==> config.mk <==
export PLATFORM = sky130hd
export DESIGN_NAME = pe_sat_mac
export DESIGN_NICKNAME = d
export VERILOG_FILES = /design/src/rtl/pe_pkg.sv /design/src/rtl/pe_sat_mac_dp.sv /design/src/rtl/pe_sat_mac.sv
export SDC_FILE = /design/constraint.sdc
export NUM_CORES = 1
export LEC_CHECK = 0
export BUFFER_PORTS_ARGS = -buffer_cell sky130_fd_sc_hd__buf_2
export CORE_MARGIN = 8
export CORE_UTILIZATION = 48
export CTS_CLUSTER_DIAMETER = 120
export DETAILED_ROUTE_END_ITERATION = 16
export MAX_ROUTING_LAYER = met4
export PLACE_DENSITY = 0.68
export SLEW_MARGIN = 20
export SYNTH_ARGS = -nofsm -noshare
export SYNTH_HDL_FRONTEND = slang
export SYNTH_SLANG_ARGS = --single-unit
==> constraint.sdc <==
create_clock -name clk -period 9.65 [get_ports clk]
set_clock_uncertainty 0.2 [all_clocks]
set_input_delay 1.93 -clock clk [delete_from_list [all_inputs] [get_ports clk]]
set_output_delay 1.93 -clock clk [all_outputs]
set_load 0.02 [all_outputs]
==> src/rtl/pe_pkg.sv <==
// Shared definitions for the saturating processing element.
//   pe_mode_e  : runtime dataflow mode (weight- or output-stationary)
//   sat_mul_q  : Q-format multiply, arithmetic shift by frac, saturate to w bits
//   sat_add    : add, saturate to w bits
// Both helpers work on a wide signed carrier (pe_wide_t). The caller
// sign-extends its DATA_WIDTH operands and slices the low DATA_WIDTH
// bits of the result. This lets one package serve any width up to PE_MAXW.
package pe_pkg;

  typedef enum logic {
    PE_MODE_WS = 1'b0,
    PE_MODE_OS = 1'b1
  } pe_mode_e;

  localparam int unsigned PE_MAXW = 32;

  typedef logic signed [2*PE_MAXW-1:0] pe_wide_t;

  // Clamp v to the signed range of a w-bit word and flag clipping.
  function automatic pe_wide_t sat_clip(input pe_wide_t v, input int unsigned w,
                                        output logic ovf);
    pe_wide_t hi;
    pe_wide_t lo;
    hi  = (pe_wide_t'(1) <<< (w - 1)) - pe_wide_t'(1);
    lo  = -hi - pe_wide_t'(1);
    ovf = 1'b0;
    if (v > hi) begin
      ovf = 1'b1;
      return hi;
    end
    if (v < lo) begin
      ovf = 1'b1;
      return lo;
    end
    return v;
  endfunction

  function automatic pe_wide_t sat_mul_q(input pe_wide_t a, input pe_wide_t b,
                                         input int unsigned w, input int unsigned frac,
                                         output logic ovf);
    pe_wide_t p;
    p = (a * b) >>> frac;
    return sat_clip(p, w, ovf);
  endfunction

  function automatic pe_wide_t sat_add(input pe_wide_t a, input pe_wide_t b,
                                       input int unsigned w, output logic ovf);
    return sat_clip(a + b, w, ovf);
  endfunction

endpackage

==> src/rtl/pe_sat_mac_dp.sv <==
// Combinational datapath of the PE.
//   a, w    : activation and effective weight (signed Q format)
//   addend  : value added to the product (psum_in in WS, acc in OS)
//   prod    : saturated (a*w) >>> FRAC_BITS
//   sum     : saturated prod + addend
//   ovf_mul : product saturated; ovf_add : sum saturated
module pe_sat_mac_dp
  import pe_pkg::*;
#(
  parameter int unsigned DATA_WIDTH = 16,
  parameter int unsigned FRAC_BITS  = 8
) (
  input  logic [DATA_WIDTH-1:0] a,
  input  logic [DATA_WIDTH-1:0] w,
  input  logic [DATA_WIDTH-1:0] addend,
  output logic [DATA_WIDTH-1:0] prod,
  output logic [DATA_WIDTH-1:0] sum,
  output logic                  ovf_mul,
  output logic                  ovf_add
);

  pe_wide_t m_w;
  pe_wide_t s_w;

  always_comb begin
    ovf_mul = 1'b0;
    ovf_add = 1'b0;
    m_w  = sat_mul_q(pe_wide_t'($signed(a)), pe_wide_t'($signed(w)),
                     DATA_WIDTH, FRAC_BITS, ovf_mul);
    prod = m_w[DATA_WIDTH-1:0];
    s_w  = sat_add(pe_wide_t'($signed(prod)), pe_wide_t'($signed(addend)),
                   DATA_WIDTH, ovf_add);
    sum  = s_w[DATA_WIDTH-1:0];
  end

endmodule

==> src/rtl/pe_sat_mac.sv <==
// Saturating fixed-point systolic PE with double-buffered weights.
//   North in : pe_psum_in/valid, pe_weight_in, pe_accept_w_in
//   West in  : pe_input_in, pe_valid_in, pe_switch_in, pe_drain_in
//   South out: pe_psum_out/valid, pe_weight_out, pe_accept_w_out
//   East out : pe_input_out, pe_valid_out, pe_switch_out, pe_drain_out
//   pe_overflow : sticky saturation flag, cleared only by rst_n
//   cfg_mode    : 0 weight-stationary, 1 output-stationary
//   pe_enabled  : 0 freezes every register
module pe_sat_mac
  import pe_pkg::*;
#(
  parameter int unsigned DATA_WIDTH = 16,
  parameter int unsigned FRAC_BITS  = 8
) (
  input  logic                  clk,
  input  logic                  rst_n,
  input  logic                  pe_enabled,
  input  logic                  cfg_mode,
  input  logic [DATA_WIDTH-1:0] pe_psum_in,
  input  logic                  pe_psum_valid_in,
  input  logic [DATA_WIDTH-1:0] pe_weight_in,
  input  logic                  pe_accept_w_in,
  input  logic [DATA_WIDTH-1:0] pe_input_in,
  input  logic                  pe_valid_in,
  input  logic                  pe_switch_in,
  input  logic                  pe_drain_in,
  output logic [DATA_WIDTH-1:0] pe_psum_out,
  output logic                  pe_psum_valid_out,
  output logic [DATA_WIDTH-1:0] pe_weight_out,
  output logic                  pe_accept_w_out,
  output logic [DATA_WIDTH-1:0] pe_input_out,
  output logic                  pe_valid_out,
  output logic                  pe_switch_out,
  output logic                  pe_drain_out,
  output logic                  pe_overflow
);

  pe_mode_e              mode;
  logic [DATA_WIDTH-1:0] w_active;
  logic [DATA_WIDTH-1:0] w_inactive;
  logic [DATA_WIDTH-1:0] acc;
  logic [DATA_WIDTH-1:0] w_eff;
  logic [DATA_WIDTH-1:0] addend;
  logic [DATA_WIDTH-1:0] prod;
  logic [DATA_WIDTH-1:0] sum;
  logic                  ovf_mul;
  logic                  ovf_add;
  logic                  ovf_evt;

  assign mode = pe_mode_e'(cfg_mode);

  // Same-cycle switch bypass: the weight being promoted is used immediately.
  assign w_eff  = pe_switch_in ? w_inactive : w_active;
  assign addend = (mode == PE_MODE_OS) ? acc : pe_psum_in;

  pe_sat_mac_dp #(
    .DATA_WIDTH(DATA_WIDTH),
    .FRAC_BITS (FRAC_BITS)
  ) u_dp (
    .a      (pe_input_in),
    .w      (w_eff),
    .addend (addend),
    .prod   (prod),
    .sum    (sum),
    .ovf_mul(ovf_mul),
    .ovf_add(ovf_add)
  );

  // An add overflow only matters when the sum is actually stored; an OS
  // drain reloads acc with the bare product.
  always_comb begin
    ovf_evt = 1'b0;
    if (pe_valid_in) begin
      ovf_evt = ovf_mul | (ovf_add & ((mode == PE_MODE_WS) | ~pe_drain_in));
    end
  end

  always_ff @(posedge clk or negedge rst_n) begin
    if (!rst_n) begin
      w_active          <= '0;
      w_inactive        <= '0;
      acc               <= '0;
      pe_psum_out       <= '0;
      pe_psum_valid_out <= 1'b0;
      pe_weight_out     <= '0;
      pe_accept_w_out   <= 1'b0;
      pe_input_out      <= '0;
      pe_valid_out      <= 1'b0;
      pe_switch_out     <= 1'b0;
      pe_drain_out      <= 1'b0;
      pe_overflow       <= 1'b0;
    end else if (pe_enabled) begin
      if (pe_accept_w_in) w_inactive <= pe_weight_in;
      if (pe_switch_in)   w_active   <= w_inactive;

      pe_weight_out   <= pe_accept_w_in ? pe_weight_in : '0;
      pe_accept_w_out <= pe_accept_w_in;

      pe_valid_out  <= pe_valid_in;
      pe_switch_out <= pe_switch_in;
      pe_drain_out  <= pe_drain_in;
      if (pe_valid_in) pe_input_out <= pe_input_in;

      if (ovf_evt) pe_overflow <= 1'b1;

      if (mode == PE_MODE_WS) begin
        if (pe_valid_in) begin
          pe_psum_out       <= sum;
          pe_psum_valid_out <= 1'b1;
        end else begin
          pe_psum_valid_out <= 1'b0;
        end
      end else begin
        if (pe_drain_in) begin
          pe_psum_out       <= acc;
          pe_psum_valid_out <= 1'b1;
          acc               <= pe_valid_in ? prod : '0;
        end else begin
          pe_psum_out       <= pe_psum_in;
          pe_psum_valid_out <= pe_psum_valid_in;
          if (pe_valid_in) acc <= sum;
        end
      end
    end
  end

endmodule

; ---- After elaboration in Yosys (flattened, before gate mapping)
; Index checks and enable logic that the tools add are counted.
[op_classes]
bitwise = 5
reduce_logical = 7
mul = 1
n_mux = 28
n_lt_le_gt_ge = 4
add_sub_neg = 1
[ops]
columns = operator, count
row1 = $mux 16, 16
row2 = $mul 16x16->32, 1
row3 = $gt 24x16->1 const B, 1
row4 = $lt 24x16->1 const B, 1
row5 = $add 16x16->17, 1
row6 = $gt 17x16->1 const B, 1
row7 = $lt 17x16->1 const B, 1
row8 = $mux 1, 12
row9 = $reduce_and 2->1, 4
row10 = $reduce_bool 2->1, 2
row11 = $reduce_and 3->1, 1
row12 = $not 1->1, 2
row13 = $or 1x1->1, 2
row14 = $and 1x1->1, 1
[word_totals]
word_cells = 58
inputBits = 57
regBits = 102

; ---- Longest topological paths before layout
; Gate-level depths: netlist of the first run.
[depth]
word_depth = 15
ltp_mapped = 41
ltp_nobuf = 36

; ---- By module
; From an unflattened synthesis of the first run, not the netlist that was laid out.
[hier_totals]
hier_cells = 1689
hier_area_um2 = 15969.1
[by_module_without_submodules]
columns = module, cells_each, n_inst, area_per_inst_um2
row1 = pe_sat_mac_dp, 1259, 1, 11106.9
row2 = pe_sat_mac, 430, 1, 4862.2

; ---- Worst setup path after synthesis of the first run
; OpenSTA, ideal clock, no wires.
[synth_timing]
kind = input to register
startpoint = in pe_switch_in
endpoint = reg acc[4]
cell_stages = 38
path_buffers = 5
slack_ns = -2.234
required_time_ns = 9.309
arrival_ns = 11.543
path_cell_list = buf_6 > clkbuf_1 > mux2_2 > clkbuf_1 > nand2_1 > fa_1 > inv_1 > fa_1 > inv_1 > fa_1 > fa_1 > inv_1 > fa_1 > inv_1 > fa_1 > inv_1 > ha_1 > a21oi_1 > [2 not listed] > a221o_1 > nor4b_1 > o22ai_1 > or4_4 > nand2_1 > clkbuf_2 > o21ai_0 > ha_1 > nor2b_1 > o31ai_1 > a21oi_1 > o41ai_1 > a22o_1 > and2_1 > clkbuf_1 > o21ai_0 > a22oi_1 > o211ai_1
[synth_between]
elab_chain_cells = 15
elab_cells_between_ends = 22
cone_classes = add/sub: 1 / mul: 1 / order compare: 4 / mux: 16
[synth_rtl]
columns = element, line_no
row1 = "start, declared", pe_sat_mac.sv:25  ; input logic pe_switch_in,
row2 = $mux 16 (*), n/a
row3 = $mul 16x16->32 (*), pe_pkg.sv:42  ; p = (a * b) >>> frac;
row4 = $lt 24x16->1, pe_pkg.sv:31  ; if (v < lo) begin
row5 = $mux 1 (2 in a row), pe_pkg.sv:31
row6 = $mux 16, pe_pkg.sv:35  ; return v;
row7 = $mux 16 (*), pe_pkg.sv:31
row8 = $add 16x16->17, pe_pkg.sv:48  ; return sat_clip(a + b, w, ovf);
row9 = $lt 17x16->1, pe_pkg.sv:31
row10 = $mux 1 (2 in a row), pe_pkg.sv:31
row11 = $mux 16, pe_pkg.sv:35
row12 = $mux 16, pe_pkg.sv:31
row13 = $mux 16, pe_sat_mac.sv:121  ; if (pe_valid_in) acc <= sum;
row14 = $mux 16 (*), pe_sat_mac.sv:114  ; if (pe_drain_in) begin
row15 = "end signal, assigned", pe_sat_mac.sv:117  ; acc <= pe_valid_in ? prod : '0;
row16 = "end signal, assigned", pe_sat_mac.sv:121
row17 = "end, declared", pe_sat_mac.sv:41  ; logic [DATA_WIDTH-1:0] acc;
; Every way passes the cells marked *; elsewhere a longest branch is shown, timed or not. The select of a mux whose other input is x is not followed.
; A chain may end at the register's enable or synchronous reset.

; ---- Worst setup path in the final report of the first run
[layout_timing]
startpoint = in pe_switch_in
endpoint = reg acc[14]
; Same word-level chain as after synthesis.

==> key figures, run 1 <==
Critical path
  • Biggest fanout along the worst timing path: 8
  • Delay contributed by the slowest stage of the critical path: 0.60 ns
  • Capturing point of the worst reg2reg path: pe_psum_out[12]$_DFFE_PN0P_
  • Critical path capture point type: flop
  • Data required, critical path: 9.70 ns
  • Reg2reg path depth: 41
  • Critical path startpoint category: primary input
  • Worst R2R Start: w_inactive[2]$_DFFE_PN0P_
  • Type of the worst setup path: primary input to flop
  • Critical path's most frequent cell: sky130_fd_sc_hd__fa_1
  • Worst endpoint data arrival time: 10.59 ns
  • Library cell contributing the largest single delay on the critical path: sky130_fd_sc_hd__or4_4
  • Minimum setup slack among reg-to-reg paths: 0.57 ns

Status
  • Failing checks: setup timing
  • Run status: complete, but fails checks

GRT
  • Global route total overflow: 0
  • First-pass GRT wire length: 72,200 um
  • Via count of the first global-routing pass: 14,516
  • Total global routing track utilization: 0.235
  • Antenna violations before repair: 0
  • Maximum number of pins on one net before global-route repair: 72

Finish
  • Area growth, synth to finish: 31.6%
  • Share of final-layout standard cells stronger than drive strength 1: 0.334
  • Antenna Diode Count: 0
  • Final instance area: 0.0208 mm^2
  • Final nets: 2,539

Drt
  • Pre-Repair DR Iteration Count: 5
  • Total via count in the routed design: 13,347
  • Vias per std cell: 5.19
  • Final wirelength: 43,800 um
  • Detailed-route DRC error count: 0
  • Initial DRC count: 663
  • DR WL/cell: 17.0 um
  • Number of nets with antenna violations after detailed routing: 0

CTS
  • Worst-Skew Late Latency: 0.39 ns
  • Clock sink total: 102
  • Cell at the root of the clock tree: sky130_fd_sc_hd__clkbuf_16
  • Number of buffers created by CTS: 9
  • CTS tree: done
  • Number of hold buffers added after cts: 0
  • Clock-pin slew on the worst setup and hold paths: 0.08 ns
  • Maximum number of buffers from clock root to sink: 2
  • Maximum level of the CTS H-tree: 3

Logic synthesis
  • Post-synth top area cell: sky130_fd_sc_hd__fa_1
  • Number of warnings reported in the yosys synthesis log: 0
  • Number of cells produced by synthesis: 1,742
  • Sequential area share after synthesis: 0.161
  • Number of nets in the synthesized netlist: 2,156
  • Mean post-synth cell area: 9.09 um^2
  • FF+latch count, synth: 102
  • Count of cell types in the netlist: 65
  • Synth async-reset ratio: 1.00
  • Combined area of all synthesized cells: 0.0158 mm^2
  • Primary flip-flop cell chosen by synthesis mapping: sky130_fd_sc_hd__dfrtp_1
  • Area contributors post-synth: sky130_fd_sc_hd__fa_1 (33%), sky130_fd_sc_hd__dfrtp_1 (16%), sky130_fd_sc_hd__inv_1 (7.8%)
  • Number of synthesized flops with an enable pin: 0
  • Share of the synthesized area in the top cell type: 0.331

Placed design
  • Final Wtd Congestion: 0.925
  • Count of buffers inserted at the top-level ports: 110
  • Post-place instance area: 0.0193 mm^2
  • Post-detailed-placement half-perimeter wirelength: 35,900 um
  • Setup WS pre-CTS: -1.43 ns

STA
  • Final critical path time including I/O delays and setup: 10.54 ns
  • Number of hold-slack violations in the final timing report: 0
  • Final setup violating endpoints: 33
  • Setup repair after global routing missed its margin: true
  • Number of slew-limit violations in the final report: 0
  • Worst relative slew slack: 0.241
  • Final sum of negative setup slack: -26.14 ns
  • Measured slew at the worst slew-check pin: 1.13 ns
  • PnR worst setup slack: -0.885 ns
  • Period utilization: 1.09
  • FMAX: 94.9 MHz

Min path
  • Endpoint, Worst Hold: pe_psum_out[5]$_DFFE_PN0P_
  • Min-Delay Path Class: flop to flop
  • Min-delay src: pe_psum_out[5]$_DFFE_PN0P_
  • Cell depth of the worst min-delay path: 2

Floorplan
  • Chip Width: 198 um
  • Overall die area: 0.0391 mm^2
  • Initial standard-cell utilization of the core: 0.487
  • Area of the core: 0.0325 mm^2
  • Die Span Y: 198 um
  • Core Rows: 66
  • IO Pins: 111

Flow run
  • Number of violations of the max-capacitance limit: 0
sequential cells by signal, summed over array words and instances, names as in the netlist, 16 cells and up:
name           flops
pe_input_out      16
pe_psum_out       16
acc               16
pe_weight_out     16
w_active          16
w_inactive        16
cells in the final DEF, fill, tap and decap left out, types with 50 or more instances in the layout:
| cell type | n |
|---|---|
| sky130_fd_sc_hd__buf_2 | 109 |
| sky130_fd_sc_hd__buf_4 | 290 |
| sky130_fd_sc_hd__dfrtp_1 | 102 |
| sky130_fd_sc_hd__fa_1 | 246 |
| sky130_fd_sc_hd__ha_1 | 74 |
| sky130_fd_sc_hd__inv_1 | 316 |
| sky130_fd_sc_hd__mux2_2 | 50 |
| sky130_fd_sc_hd__nand2_1 | 209 |
| sky130_fd_sc_hd__nor2b_1 | 65 |
| sky130_fd_sc_hd__o21ai_0 | 50 |
routing by layer:
layer,track usage,part of all wire
met3,0.0313,0.040
met4,0.0669,0.025
met2,0.415,0.52
met5,-,0
met1,0.277,0.42
worst max path at each step:
stage / startpoint / to / slack [ns] / depth (start not counted)
floorplan: pe_switch_in / acc[8]$_DFFE_PN0P_ / -0.99 / 36
global placement: pe_switch_in / pe_overflow$_DFFE_PN0P_ / -1.36 / 35
detailed placement: pe_switch_in / pe_overflow$_DFFE_PN0P_ / -1.43 / 37
CTS: pe_switch_in / acc[2]$_DFFE_PN0P_ / -0.80 / 37
global route: pe_switch_in / acc[10]$_DFFE_PN0P_ / -1.11 / 39
finish: pe_switch_in / acc[14]$_DFFE_PN0P_ / -0.89 / 37
synth_stat cells, drive strengths merged, types with 3 or more instances:
| master | count |
|---|---|
| a211oi | 5 |
| a21boi | 3 |
| a21o | 15 |
| a21oi | 61 |
| a221oi | 3 |
| a22oi | 16 |
| a31o | 3 |
| a31oi | 6 |
| and2 | 53 |
| and3 | 6 |
| and4 | 4 |
| buf | 4 |
| clkbuf | 70 |
| dfrtp | 102 |
| fa | 262 |
| ha | 95 |
| inv | 331 |
| maj3 | 3 |
| mux2 | 61 |
| mux2i | 23 |
| nand2 | 226 |
| nand2b | 17 |
| nand3 | 10 |
| nand4 | 9 |
| nor2 | 47 |
| nor2b | 69 |
| nor3 | 12 |
| nor4 | 5 |
| o2111ai | 3 |
| o211a | 3 |
| o211ai | 20 |
| o21a | 12 |
| o21ai | 101 |
| o21bai | 3 |
| o31ai | 4 |
| or2 | 7 |
| or3 | 6 |
| or4 | 4 |
| xnor2 | 23 |
| xor2 | 13 |
through the flow:
stage	util	hold slack, ns	std cells
finish	0.640	0.262	2572
CTS	0.624	0.276	2553
floorplan	-	0.258	1742
global route	0.640	0.297	2572
detailed placement	0.592	0.257	2505
global placement	0.592	0.252	2505
kinds of logic after synthesis:
kind of cell / Yosys count / synth area share
muxes: 84 / 0.0581
adders and majority gates: 360 / 0.408
xor gates and xnor gates: 36 / 0.0199
AOI/OAI and AO/OA: 275 / 0.109
and+or+nand+nor: 480 / 0.147
buffers and inverters: 405 / 0.0966
DFF: 102 / 0.161
final cells by class:
| class | instances | area [um^2] |
|---|---|---|
| flip-flops and latches | 102 | 2550 |
| clock inverters | 7 | 93.8 |
| fillers | 2719 | 11700 |
| well taps | 442 | 553 |
| clock buffers | 9 | 225 |
| inverters | 331 | 1240 |
| multi-input cells | 1237 | 12800 |
| repair buffers | 444 | 3370 |
worst max-delay path: cells and delay by family:
kind	cells	cell delay (ns)
muxes	1	0.34
and+or+nand+nor	8	1.65
xor gates and xnor gates	1	0.20
AOI/OAI and AO/OA	9	1.58
adders and majority gates	9	3.79
buffers and inverters	9	1.05
repair_timing:
item,in CTS,in global routing
buffers inserted,29,21
gates resized for setup,113,96
cloned,3,1
setup endpoints to repair,33,33
pin swaps,92,76
Power of run 1 is not shown: default switching activity piles up to over one toggle a cycle in this logic, so the estimate is an artifact.
==> run 2, diff against run 1 <==
CORE_UTILIZATION = 49   (was 48)
CTS_CLUSTER_SIZE = 14   (was default)
PLACE_DENSITY = 0.69   (was 0.68)
==> key figures, run 2 (synthesis results as in run 1) <==
CTS
  • Clock-pin slew on the worst setup and hold paths: 0.08 ns
  • CTS tree: done
  • Clock sink total: 102
  • Cell at the root of the clock tree: sky130_fd_sc_hd__clkbuf_16
  • Number of hold buffers added after cts: 0
  • Maximum number of buffers from clock root to sink: 2
  • Worst-Skew Late Latency: 0.38 ns
  • Number of buffers created by CTS: 9
  • Maximum level of the CTS H-tree: 3

Floorplan
  • Core Rows: 66
  • Chip Width: 196 um
  • Die Span Y: 196 um
  • Area of the core: 0.0322 mm^2
  • Overall die area: 0.0383 mm^2
  • IO Pins: 111
  • Initial standard-cell utilization of the core: 0.492

Drt
  • Routed wl met3: 1730 um
  • Total via count in the routed design: 13,367
  • DR WL/cell: 17.5 um
  • Pre-Repair DR Iteration Count: 5
  • Initial DRC count: 629
  • Sum of met2 wire segment lengths after detailed routing: 22,500 um
  • Highest signal layer in the routed design: met4
  • Vias per std cell: 5.27
  • Number of nets with antenna violations after detailed routing: 0
  • Detailed-route DRC error count: 0
  • Final wirelength: 44,300 um
  • Wire length the detailed router placed on met1: 18,700 um

Critical path
  • Critical path's most frequent cell: sky130_fd_sc_hd__fa_1
  • Critical path capture point type: flop
  • Reg2reg path depth: 35
  • Library cell contributing the largest single delay on the critical path: sky130_fd_sc_hd__or4_4
  • Biggest fanout along the worst timing path: 7
  • Critical path startpoint category: primary input
  • Worst endpoint data arrival time: 10.71 ns
  • Number of buffers and inverters on the critical path: 10
  • Data required, critical path: 9.74 ns
  • Worst R2R Start: w_inactive[6]$_DFFE_PN0P_
  • Capturing point of the worst reg2reg path: pe_psum_out[12]$_DFFE_PN0P_
  • Family with the most delay on the worst path: adder cells
  • Minimum setup slack among reg-to-reg paths: 0.56 ns
  • Delay contributed by the slowest stage of the critical path: 0.61 ns
  • Type of the worst setup path: primary input to flop

Finish
  • Share of final-layout standard cells stronger than drive strength 1: 0.322
  • Multi-input gate area in the final layout: 0.0127 mm^2
  • Antenna Diode Count: 0
  • Commonest non-fill, non-tap cell in the layout: sky130_fd_sc_hd__inv_1
  • Area growth, synth to finish: 29.7%
  • Filler Cell Count: 2,629
  • Combined flip-flop and latch cell area: 0.00255 mm^2
  • Top library cells by usage in the layout, fill and taps aside: sky130_fd_sc_hd__inv_1 (317), sky130_fd_sc_hd__buf_4 (305), sky130_fd_sc_hd__fa_1 (245), sky130_fd_sc_hd__nand2_1 (217), sky130_fd_sc_hd__buf_2 (108)
  • Final nets: 2,538

STA
  • Final setup violating endpoints: 33
  • Setup repair after global routing missed its margin: true
  • Number of slew-limit violations in the final report: 0
  • PnR worst setup slack: -0.966 ns
  • Final critical path time including I/O delays and setup: 10.62 ns
  • FMAX: 94.2 MHz
  • Number of hold-slack violations in the final timing report: 0
  • Measured slew at the worst slew-check pin: 1.09 ns
  • Period utilization: 1.10
  • Worst relative slew slack: 0.277

GRT
  • Antenna violations before repair: 0
  • Maximum number of pins on one net before global-route repair: 70
  • Via count of the first global-routing pass: 14,582
  • First-pass GRT wire length: 72,300 um
  • Global route total overflow: 0
  • Total global routing track utilization: 0.238

Status
  • Run status: complete, but fails checks
  • Failing checks: setup timing

Min path
  • Min-delay src: pe_psum_out[4]$_DFFE_PN0P_
  • Endpoint, Worst Hold: pe_psum_out[4]$_DFFE_PN0P_
  • Min-Delay Path Class: flop to flop
  • Cell depth of the worst min-delay path: 2

Placed design
  • Post-detailed-placement half-perimeter wirelength: 36,100 um
  • Setup WS pre-CTS: -1.51 ns
  • Final Wtd Congestion: 0.923
  • Count of buffers inserted at the top-level ports: 110

Flow run
  • Number of violations of the max-capacitance limit: 0
-- run 2: cell count changes in the layout (fill, tap and decap cells not counted), sizes merged --
cell	change
buf	-4
clkbuf	+2
clkinv	-1
mux2	+2
-- run 2: how the worst max path moves through the flow --
stage / endpoint / startpoint / cells after the start / slack [ns]
after floorplan: acc[8]$_DFFE_PN0P_ / pe_switch_in / 36 / -0.99
after global placement: pe_overflow$_DFFE_PN0P_ / pe_switch_in / 35 / -1.39
after detailed placement: pe_psum_out[6]$_DFFE_PN0P_ / pe_switch_in / 41 / -1.51
after CTS: acc[2]$_DFFE_PN0P_ / pe_switch_in / 37 / -0.85
after global routing: acc[5]$_DFFE_PN0P_ / pe_switch_in / 37 / -1.31
final: pe_psum_out[12]$_DFFE_PN0P_ / pe_switch_in / 38 / -0.97
-- run 2: metal layers --
layer / vias to the layer above / track usage
met2: 327 / 0.417
met1: 6674 / 0.284
met5: - / -
met3: 87 / 0.0314
met4: 0 / 0.0688
li1: 6279 / -
-- run 2: per-stage QoR --
step / cell area (um^2) / hold slack, ns / cells / TNS [ns] / utilization
final: 20500 / 0.264 / 2537 / -29.12 / 0.638
after CTS: 20100 / 0.277 / 2517 / -25.55 / 0.623
after global placement: 19200 / 0.247 / 2481 / -43.22 / 0.597
after floorplan: 16300 / 0.258 / 1742 / -28.43 / -
after detailed placement: 19200 / 0.250 / 2481 / -47.14 / 0.597
after global routing: 20500 / 0.297 / 2537 / -40.63 / 0.638
-- run 2: final cells by class --
type / count / area share
clock inverters: 6 / 0.00305
well taps: 408 / 0.0249
inverters: 331 / 0.0605
clock buffers: 10 / 0.0116
repair buffers: 441 / 0.159
flip-flops and latches: 102 / 0.124
multi-input cells: 1239 / 0.617
-- run 2: what timing repair did --
action                     in CTS  in global routing
buffers inserted               17                 16
resized for setup              93                 72
setup endpoints to repair      33                 33
gates cloned                    4                  4
pin swaps                      35                 48
-- run 2: worst register-to-register path, delay by kind of cell (launching register included) --
kind,cells,cell delay [ns]
xor gates and xnor gates,1,0.10
adders and majority gates,9,4.04
DFF,1,0.43
AOI/OAI and AO/OA,10,1.70
muxes,2,0.59
and+or+nand+nor,6,1.10
buffers and inverters,7,0.86
Power of run 2 is left out for the same reason.
==> run 3, diff against run 2 <==
GPL_TIMING_DRIVEN = 0   (was default)
==> key figures, run 3 (synthesis results as in run 1) <==
Critical path
  • Critical path capture point type: flop
  • Library cell contributing the largest single delay on the critical path: sky130_fd_sc_hd__fa_2
  • Delay contributed by the slowest stage of the critical path: 0.63 ns
  • Worst endpoint data arrival time: 10.92 ns
  • Biggest fanout along the worst timing path: 8
  • Type of the worst setup path: primary input to flop
  • Critical path startpoint category: primary input
  • Data required, critical path: 9.67 ns

Drt
  • Number of nets with antenna violations after detailed routing: 0
  • Detailed-route DRC error count: 0
  • Vias per std cell: 5.41
  • Final wirelength: 44,900 um
  • Pre-Repair DR Iteration Count: 5
  • Initial DRC count: 659
  • Total via count in the routed design: 12,801
  • DR WL/cell: 19.0 um

Floorplan
  • IO Pins: 111
  • Die Span Y: 196 um
  • Core Rows: 66
  • Overall die area: 0.0383 mm^2
  • Area of the core: 0.0322 mm^2
  • Initial standard-cell utilization of the core: 0.492
  • Chip Width: 196 um

Status
  • Failing checks: setup timing
  • Run status: complete, but fails checks

Placed design
  • Setup WS pre-CTS: -3.05 ns
  • Count of buffers inserted at the top-level ports: 106
  • Post-detailed-placement half-perimeter wirelength: 35,900 um
  • Final Wtd Congestion: 0.948

STA
  • Worst relative slew slack: 0.463
  • Measured slew at the worst slew-check pin: 0.795 ns
  • Final setup violating endpoints: 33
  • Setup repair after global routing missed its margin: true
  • Worst-case hold slack: 0.262 ns
  • Period utilization: 1.13
  • Number of slew-limit violations in the final report: 0
  • Number of hold-slack violations in the final timing report: 0
  • FMAX: 91.8 MHz
  • PnR worst setup slack: -1.24 ns
  • Final critical path time including I/O delays and setup: 10.89 ns

Flow run
  • Number of violations of the max-capacitance limit: 0

Finish
  • Utilization after layout: 0.598
  • Filler Cell Count: 2,790
  • Combined flip-flop and latch cell area: 0.00255 mm^2
  • Final nets: 2,368
  • Commonest non-fill, non-tap cell in the layout: sky130_fd_sc_hd__inv_1
  • Antenna Diode Count: 0
  • Share of final-layout standard cells stronger than drive strength 1: 0.252
  • Multi-input gate area in the final layout: 0.0127 mm^2
  • Top library cells by usage in the layout, fill and taps aside: sky130_fd_sc_hd__inv_1 (317), sky130_fd_sc_hd__fa_1 (246), sky130_fd_sc_hd__nand2_1 (210), sky130_fd_sc_hd__buf_2 (107), sky130_fd_sc_hd__dfrtp_1 (102)
  • Area growth, synth to finish: 21.6%

CTS
  • Cell at the root of the clock tree: sky130_fd_sc_hd__clkbuf_16
  • Maximum level of the CTS H-tree: 3
  • Clock sink total: 102
  • CTS tree: done
  • Number of hold buffers added after cts: 0
  • Clock-pin slew on the worst setup and hold paths: 0.07 ns
  • Maximum number of buffers from clock root to sink: 2
  • Worst-Skew Late Latency: 0.38 ns
  • Number of buffers created by CTS: 9

GRT
  • Maximum number of pins on one net before global-route repair: 71
  • Global route total overflow: 0
  • Via count of the first global-routing pass: 13,686
  • Antenna violations before repair: 0
  • First-pass GRT wire length: 72,500 um
  • Total global routing track utilization: 0.244

Min path
  • Min-Delay Path Class: flop to flop
run 3: changes by cell type in the layout (fill, tap and decap cells not counted), sizes merged:
cell,change
and2,-1
inv,-3
clkinvlp,+2
buf,-224
clkbuf,+60
nand2,-1
clkinv,-1
mux2,-2
run 3: stage by stage:
stage	setup TNS [ns]	instances	cell area (um^2)
final	-37.68	2367	19300
after global routing	-44.30	2367	19300
after CTS	-36.45	2324	18500
after detailed placement	-94.07	2257	17400
after global placement	-92.31	2256	17400
after floorplan	-28.43	1742	16300
run 3: repair_timing:
action,4_1_cts,5_1_grt
resized for setup,109,116
endpoints found under the setup margin,33,33
gates cloned,3,0
pin swaps,49,72
setup buffers,49,44
run 3: metal layers:
metal,track usage,vias up,routed length [um]
li1,-,5934,-
met1,0.295,6359,18800
met2,0.413,405,22200
met3,0.0296,103,1990
met4,0.0971,0,1940
met5,-,-,0
run 3: worst paths after layout:
check	from	depth (start not counted)	slack (ns)	to
worst max-delay path	pe_switch_in	38	-1.24	acc[9]$_DFFE_PN0P_
min in group asynchronous	rst_n	1	1.24	pe_drain_out$_DFFE_PN0P_
worst min register to register	pe_psum_out[0]$_DFFE_PN0P_	2	0.26	pe_psum_out[0]$_DFFE_PN0P_
max in group asynchronous	rst_n	2	7.34	w_active[9]$_DFFE_PN0P_
worst min-delay path	pe_psum_out[0]$_DFFE_PN0P_	2	0.26	pe_psum_out[0]$_DFFE_PN0P_
worst max register to register	w_inactive[4]$_DFFE_PN0P_	37	0.17	acc[9]$_DFFE_PN0P_
run 3: critical path, delay by kind of cell:
| family | cells | cell delay, ns |
|---|---|---|
| AOI/OAI and AO/OA | 11 | 2.05 |
| adders and majority gates | 8 | 3.68 |
| buffers and inverters | 10 | 1.31 |
| muxes | 1 | 0.34 |
| and+or+nand+nor | 8 | 1.59 |
run 3: area by class of cell:
| cell class | count | share of cell area |
|---|---|---|
| sequential | 102 | 0.133 |
| multi-input combinational | 1235 | 0.660 |
| tap | 408 | 0.0265 |
| clock buffer | 12 | 0.0123 |
| buffer | 72 | 0.0292 |
| inverter | 331 | 0.0648 |
| clock inverter | 4 | 0.00156 |
| timing repair buffer | 203 | 0.0726 |
Power of run 3 is left out for the same reason.
